$ cat src/rtl/uart_rx_fifo.sv
// UART receiver with 2-flop input synchroniser, parity/framing checks and a
// first-word fall-through receive FIFO with overrun reporting.
module uart_rx_fifo #(
  parameter int CLKS_PER_BIT = 32,
  parameter int DATA_BITS    = 8,
  parameter int PARITY_MODE  = 0,
  parameter int STOP_BITS    = 1,
  parameter int FIFO_DEPTH   = 4
) (
  input  logic                 Clock,
  input  logic                 Reset_n,
  input  logic                 RX,
  output logic [DATA_BITS-1:0] ReadData,
  output logic                 ReadParityErr,
  output logic                 ReadFrameErr,
  output logic                 DataValid,
  input  logic                 ReadAck,
  output logic                 Overrun,
  input  logic                 ClearOverrun,
  output logic                 Busy
);

  localparam int CW = $clog2(CLKS_PER_BIT);
  localparam int BW = $clog2(DATA_BITS) + 1;
  localparam int AW = $clog2(FIFO_DEPTH);
  localparam int EW = DATA_BITS + 2;

  localparam logic [CW-1:0] HALF_CNT = CW'(CLKS_PER_BIT / 2 - 1);
  localparam logic [CW-1:0] FULL_CNT = CW'(CLKS_PER_BIT - 1);
  localparam logic [CW-1:0] CNT_ONE  = CW'(1);
  localparam logic [BW-1:0] IDX_ONE  = BW'(1);
  localparam logic [BW-1:0] LAST_DATA = BW'(DATA_BITS - 1);
  localparam logic [BW-1:0] LAST_STOP = BW'(STOP_BITS - 1);
  localparam logic [AW:0]   PTR_ONE  = (AW + 1)'(1);

  localparam logic [2:0] ST_IDLE   = 3'd0;
  localparam logic [2:0] ST_START  = 3'd1;
  localparam logic [2:0] ST_DATA   = 3'd2;
  localparam logic [2:0] ST_PARITY = 3'd3;
  localparam logic [2:0] ST_STOP   = 3'd4;
  localparam logic [2:0] ST_WRITE  = 3'd5;

  logic                 rx_meta_reg, rx_s_reg;
  logic [2:0]           state_reg, state_next;
  logic [CW-1:0]        cnt_reg, cnt_next;
  logic [BW-1:0]        bit_idx_reg, bit_idx_next;
  logic [DATA_BITS-1:0] shift_reg, shift_next;
  logic                 perr_reg, perr_next;
  logic                 ferr_reg, ferr_next;
  logic                 brk_reg, brk_next;
  logic                 push;

  logic [EW-1:0]        mem_reg [FIFO_DEPTH];
  logic [AW:0]          wr_ptr_reg, rd_ptr_reg, rd_ptr_next;
  logic                 valid_reg, ovr_reg;
  logic                 full, pop, wr_en, ovr_event;
  logic [EW-1:0]        head;

  always_comb begin
    state_next   = state_reg;
    cnt_next     = cnt_reg + CNT_ONE;
    bit_idx_next = bit_idx_reg;
    shift_next   = shift_reg;
    perr_next    = perr_reg;
    ferr_next    = ferr_reg;
    brk_next     = brk_reg;
    push         = 1'b0;
    case (state_reg)
      ST_IDLE: begin
        cnt_next = '0;
        // After a framing error the line must return high before re-arming.
        if (brk_reg) begin
          if (rx_s_reg) brk_next = 1'b0;
        end else if (!rx_s_reg) begin
          state_next = ST_START;
          perr_next  = 1'b0;
          ferr_next  = 1'b0;
        end
      end
      ST_START: begin
        if (cnt_reg == HALF_CNT) begin
          cnt_next     = '0;
          bit_idx_next = '0;
          state_next   = rx_s_reg ? ST_IDLE : ST_DATA;
        end
      end
      ST_DATA: begin
        if (cnt_reg == FULL_CNT) begin
          cnt_next   = '0;
          shift_next = {rx_s_reg, shift_reg[DATA_BITS-1:1]};
          if (bit_idx_reg == LAST_DATA) begin
            bit_idx_next = '0;
            state_next   = (PARITY_MODE != 0) ? ST_PARITY : ST_STOP;
          end else begin
            bit_idx_next = bit_idx_reg + IDX_ONE;
          end
        end
      end
      ST_PARITY: begin
        if (cnt_reg == FULL_CNT) begin
          cnt_next   = '0;
          perr_next  = ((^shift_reg) ^ rx_s_reg) != (PARITY_MODE == 1);
          state_next = ST_STOP;
        end
      end
      ST_STOP: begin
        if (cnt_reg == FULL_CNT) begin
          cnt_next = '0;
          if (!rx_s_reg) ferr_next = 1'b1;
          if (bit_idx_reg == LAST_STOP) state_next = ST_WRITE;
          else bit_idx_next = bit_idx_reg + IDX_ONE;
        end
      end
      ST_WRITE: begin
        push       = 1'b1;
        brk_next   = ferr_reg;
        state_next = ST_IDLE;
      end
      default: state_next = ST_IDLE;
    endcase
  end

  always_ff @(posedge Clock) begin
    if (!Reset_n) begin
      rx_meta_reg <= 1'b1;
      rx_s_reg    <= 1'b1;
      state_reg   <= ST_IDLE;
      cnt_reg     <= '0;
      bit_idx_reg <= '0;
      shift_reg   <= '0;
      perr_reg    <= 1'b0;
      ferr_reg    <= 1'b0;
      brk_reg     <= 1'b0;
    end else begin
      rx_meta_reg <= RX;
      rx_s_reg    <= rx_meta_reg;
      state_reg   <= state_next;
      cnt_reg     <= cnt_next;
      bit_idx_reg <= bit_idx_next;
      shift_reg   <= shift_next;
      perr_reg    <= perr_next;
      ferr_reg    <= ferr_next;
      brk_reg     <= brk_next;
    end
  end

  // A pop in the same cycle frees the slot, so a push into a full FIFO still lands.
  assign full      = (wr_ptr_reg[AW] != rd_ptr_reg[AW]) &&
                     (wr_ptr_reg[AW-1:0] == rd_ptr_reg[AW-1:0]);
  assign pop       = ReadAck && valid_reg;
  assign wr_en     = push && (!full || pop);
  assign ovr_event = push && full && !pop;
  assign rd_ptr_next = pop ? rd_ptr_reg + PTR_ONE : rd_ptr_reg;

  always_ff @(posedge Clock) begin
    if (wr_en) mem_reg[wr_ptr_reg[AW-1:0]] <= {ferr_reg, perr_reg, shift_reg};
  end

  // The valid flag sees pushes one cycle late but pops immediately, so it never overstates.
  always_ff @(posedge Clock) begin
    if (!Reset_n) begin
      wr_ptr_reg <= '0;
      rd_ptr_reg <= '0;
      valid_reg  <= 1'b0;
      ovr_reg    <= 1'b0;
    end else begin
      if (wr_en) wr_ptr_reg <= wr_ptr_reg + PTR_ONE;
      rd_ptr_reg <= rd_ptr_next;
      valid_reg  <= (wr_ptr_reg != rd_ptr_next);
      if (ovr_event) ovr_reg <= 1'b1;
      else if (ClearOverrun) ovr_reg <= 1'b0;
    end
  end

  assign head          = valid_reg ? mem_reg[rd_ptr_reg[AW-1:0]] : '0;
  assign ReadData      = head[DATA_BITS-1:0];
  assign ReadParityErr = head[DATA_BITS];
  assign ReadFrameErr  = head[DATA_BITS+1];
  assign DataValid     = valid_reg;
  assign Overrun       = ovr_reg;
  assign Busy          = (state_reg != ST_IDLE);

endmodule

$ cat config.mk
export PLATFORM = sky130hd
export DESIGN_NAME = uart_rx_fifo
export DESIGN_NICKNAME = d
export VERILOG_FILES = /design/src/rtl/uart_rx_fifo.sv
export SDC_FILE = /design/constraint.sdc
export NUM_CORES = 1
export LEC_CHECK = 0
export BUFFER_PORTS_ARGS = -buffer_cell sky130_fd_sc_hd__clkbuf_2
export CORE_MARGIN = 1
export CORE_UTILIZATION = 45
export DETAILED_ROUTE_END_ITERATION = 8
export GPL_ROUTABILITY_DRIVEN = 1
export PLACE_DENSITY = 0.67
export SETUP_SLACK_MARGIN = 0.15
export SYNTH_ARGS = -nofsm -noshare
export SYNTH_HDL_FRONTEND = slang
export SYNTH_SLANG_ARGS = --single-unit
$ cat constraint.sdc
create_clock -name Clock -period 5.47 [get_ports Clock]
set_input_delay 1.094 -clock Clock [delete_from_list [all_inputs] [get_ports Clock]]
set_output_delay 1.094 -clock Clock [all_outputs]
set_load 0.05 [all_outputs]
-- Word-level counts from Yosys, hierarchy flattened
Memory sizes are Yosys's and may differ from the RTL's. A register that Yosys moved wholly into a read port is not among the register bits.
Cells that the tools add are included.
- $add $sub $neg: 4
- $mul: 0
- reduce and logical (&&, ||, !) cells: 23
- magnitude comparators: 0
- mux-type cells: 37
- bitwise gates (word level): 1
- eq/ne operators: 21
- div/mod/pow operators: 0
- shifts and indexed selects: 0
- operators with widths (cell ; count):
    3-bit 2-to-1 mux ; 9
    4-bit 2-to-1 mux ; 5
    2-bit inequality test, second input constant ; 10
    3-bit one-hot mux with 5 select lines ; 1
    5-bit one-hot mux with 3 select lines ; 1
    1-bit 2-to-1 mux ; 12
    4-bit one-hot mux with 3 select lines ; 1
    10-bit 2-to-1 mux ; 1
    5-bit 2-to-1 mux ; 2
    5-bit AND reduction ; 2
    8-bit AND reduction ; 1
    2-bit nonzero test ; 4
    8-bit parity ; 1
    3-bit by 1-bit adder with 3-bit output, second input constant ; 2
    3-bit by 2-bit == test with 1-bit output, second input constant ; 2
    3-bit == test, second input constant ; 2
    1-bit one-hot mux with 2 select lines ; 3
    3-bit nonzero test ; 2
    5-bit by 1-bit adder with 5-bit output, second input constant ; 1
    5-bit by 4-bit == test with 1-bit output, second input constant ; 1
    5-bit == test, second input constant ; 1
    1-bit logical AND ; 5
    4-bit by 1-bit adder with 4-bit output, second input constant ; 1
    4-bit by 3-bit == test with 1-bit output, second input constant ; 1
    13 further kinds ; 15
- input port bits: 5
- bits in registers: 33
- logic and storage cells: 100
- memories kept: 1
- ROM bits: 0
- latch bits: 0
- output and inout port bits: 13
- RAM bits: 40
- memories (name ; words ; width ; rd ports ; clocked after memory_dff ; write ports ; RTL line ; source):
    mem_reg ; 4 ; 10 ; 1 ; 1 ; 1 ; 53 ; logic [EW-1:0] mem_reg [FIFO_DEPTH];

-- Depth between registers and ports, before layout
- depth after elaboration: 7
- depth in mapped cells: 8
- depth with buffers taken out: 7

-- Least setup slack after synthesis
No wires, ideal clock.
- kind: reg-to-output
- from: register, netlist name rd_ptr_reg[0]
- to: output ReadData[0]
- stages on the path, launching flop included: 4
- path buffers: 1
- arrival: 1.531 ns
- data required time: 4.376 ns
- slack: 2.845 ns
- path through: dfxtp_1 > buf_2 > mux4_2 > and2_1
- RTL lines (what ; RTL line ; source):
    end: declaration ; 13 ; output logic [DATA_BITS-1:0] ReadData,

==> metrics.md <==
| Metric | Value |
|---|---|
| Outcome | complete, no violations |
| Max reg flops | 40 |
| Setup TNS | 0 ns |
| Layout Cells excl Fill | 385 |
| Async SR Flop Fraction | 0% |
| Max-Cap Viols | 0 |
| Worst Path Required | 4.38 ns |
| Vias | 1981 |
| GRT met2 Usage | 26.06% |
| LEAKAGE | 1.242 nW |
| Die Width | 87.21 um |
| Synth-to-Final Area Change | 9.422% |
| Yosys top cell by area | edfxtp_1 |
| Antenna Diode Count | 0 |
| Slew HR | 34.65% |
| EDFF count, synth | 40 |
| DRC | 0 |
| Post-DP HPWL | 3570 um |
| Synth area leaders | edfxtp_1 (37%), dfxtp_1 (20%), mux4_2 (6.9%) |
| Placed cells | 369 |
| Hold-fix buffers, CTS | 0 |
| CTS root buffer | clkbuf_8 |
| Syn Std Cell Area | 3267 um^2 |
| Cell Int Power | 0.7364 mW |
| Number of global-route vias before repair | 1891 |
| Drt wl/cell | 13.79 um |
| Layout cells sized above 1 | 14.88% |
| Busiest grt layer | met2 |
| Yosys reg bits | 73 |
| Largest net degree at the start of global routing | 25 |
| Syn Inst Count | 268 |
| CTS Buf Count | 9 |
| Post-CTS setup buffers | 0 |
| Clk_lat worst skew | 0.33 ns |
| GRT Resource Usage Total | 15.64% |
| Core Area | 6907 um^2 |
| Crit. End Element | output pin |
| I/O pin cnt | 18 |
| R2r setup slk | 2.95 ns |
| Unrepaired setup endpoints after global routing | false |
| Final ANT Viol Nets | 0 |
| Register area share after synthesis | 56.99% |
| Fin nets | 301 |
| Synthesized area per cell | 12.19 um^2 |
| Reg clk slew, reported paths | 0.07 ns |
| Clock Power Share | 37.1% |
| Final WL | 5309 um |
| Worst setup slack after layout | 2.204 ns |
| Die area | 7605 um^2 |
| DP Worst Slack | 2.529 ns |
| Pins over their slew limit | 0 |
| Final Wtd Congestion | 0.7401 |
| Yosys warnings | 0 |
| Worst Tran Pin Value | 0.9766 ns |
| Fin crit share | 59.71% |
| TritonCTS clock tree | yes |
| Final setup viols | 0 |
| Clock sink total | 73 |
| Vias/cell | 5.145 |
| Main synth FF type | edfxtp_1 |
| Synth top area share | 36.77% |
| Post-layout min period | 3.266 ns |
| Syn Nets | 285 |
| Max Fclk | 306.2 MHz |
| Clock buffer depth | 2 |
| Port bufs | 17 |
| Arr. time, crit path | 2.17 ns |
| CTS HTree Levels | 3 |
| Pre-antenna DRT Iters | 4 |
| P_sw | 0.1986 mW |
| Combinational power share | 1.4% |
| Max IR drop VDD | 0.1232 mV |
| Met3 Resource Use GR | 3.791% |
| Die height | 87.21 um |
| Tot Pwr | 0.9349 mW |
| Clock Skew | 0.007460 ns |
| Initial Util | 47.30% |
| Critical path peak fanout | 13 |
| Worst Hold Class | reg2reg |
| Antenna violations before repair | 0 |
| DRT iter0 DRCs | 92 |
| Critical Path Start Type | flip-flop |
| Std cell rows | 30 |
| Hold Path Cell Cnt | 1 |
| Total gr overflow | 0 |
| Crit Path Class | reg2out |
| Net Sw Frac | 21.24% |
| Final Hold Vio Count | 0 |
| First-pass GRT wire length | 8845 um |
| Sequential share of power | 61.6% |
| Worst r2r path cells | 3 |
| Post-synth cell types | 46 |
| PwrDens | 261.5 nW/um^2 |
| GR Layer Usage met1 | 19.07% |
| Post-CTS resize count | 0 |
-- worst paths after layout --
kind,start,endpoint
worst min register to register,rx_meta_reg$_SDFF_PN1_,rx_s_reg$_SDFF_PN1_
worst min-delay path,rx_meta_reg$_SDFF_PN1_,rx_s_reg$_SDFF_PN1_
worst max register to register,rd_ptr_reg[0]$_SDFF_PN0_,mem_reg[3][5]$_DFFE_PP_
worst max-delay path,rd_ptr_reg[0]$_SDFF_PN0_,ReadData[2]
-- layout make-up --
| cell class | instances | area, um^2 |
|---|---|---|
| well taps | 96 | 120.1 |
| clock inverters | 7 | 37.54 |
| fillers | 627 | 3332 |
| clock buffers | 9 | 123.9 |
| multi-input cells | 170 | 1297 |
| repair buffers | 17 | 85.08 |
| inverters | 13 | 48.80 |
| flip-flops and latches | 73 | 1862 |
-- routing by layer --
metal | wire length (um) | part of all wire [%]
met1 | 2538 | 48
met2 | 2570 | 48
met3 | 137 | 2.6
met4 | 62 | 1.2
met5 | 0 | 0
-- metrics by stage --
step                      area (um^2)  hold slack [ns]  util, %
final                            3575           0.4089    51.76
after global routing             3575           0.4704    51.76
after CTS                        3575           0.4202    51.76
after detailed placement         3413           0.4003    49.42
after global placement           3413           0.3977    49.42
after floorplan                  3267           0.3863        -
-- synth_stat cells, drive strengths merged, types with 5 or more instances --
cell	instances
edfxtp	40
nand3	5
dfxtp	33
buf	7
xor2	6
xnor2	10
a21oi	19
o21ai	6
ha	12
nor2	14
inv	13
nand2b	5
clkbuf	5
nand2	26
nor3	8
and2	14
mux4	10
-- critical path, cell delays in order, from the launching register on --
cell	delay [ns]
dfxtp_1	0.84
mux4_2	0.60
and2_1	0.17
clkbuf_2	0.23
-- power by group through the flow --
stage / sequential (mW) / combinational (mW) / clock (mW)
2_1_floorplan: 0.586 / 0.0116 / 0
3_5_place_dp: 0.588 / 0.0130 / 0
4_1_cts: 0.576 / 0.0130 / 0.358
6_report: 0.576 / 0.0127 / 0.347
5_1_grt: 0.576 / 0.0140 / 0.384
3_3_place_gp: 0.588 / 0.0128 / 0
-- cell families after synthesis --
kind of cell | after synthesis | synth area share (%)
and+or+nand+nor | 87 | 14.09
DFF | 73 | 56.99
AOI/OAI and AO/OA | 42 | 8.541
buffers and inverters | 25 | 3.294
xor gates and xnor gates | 17 | 4.979
muxes | 12 | 7.507
adders and majority gates | 12 | 4.596
-- placed cells by master, fill, tap and decap left out, types with 4 or more instances in the layout --
| master | Yosys | routed |
|---|---|---|
| clkbuf_2 | 0 | 17 |
| inv_1 | 13 | 13 |
| ha_1 | 12 | 12 |
| nand2b_1 | 5 | 5 |
| o21ai_0 | 5 | 5 |
| nand4bb_1 | 4 | 4 |
| nand3_1 | 5 | 5 |
| xnor2_1 | 10 | 10 |
| clkbuf_8 | 0 | 9 |
| and2_1 | 14 | 14 |
| dfxtp_1 | 33 | 33 |
| a21oi_1 | 19 | 19 |
| nand2_1 | 26 | 26 |
| xor2_1 | 6 | 6 |
| mux4_2 | 10 | 10 |
| edfxtp_1 | 40 | 40 |
| nor2_1 | 14 | 14 |
| nor3_1 | 7 | 7 |
(Power assumes the default switching activity.)
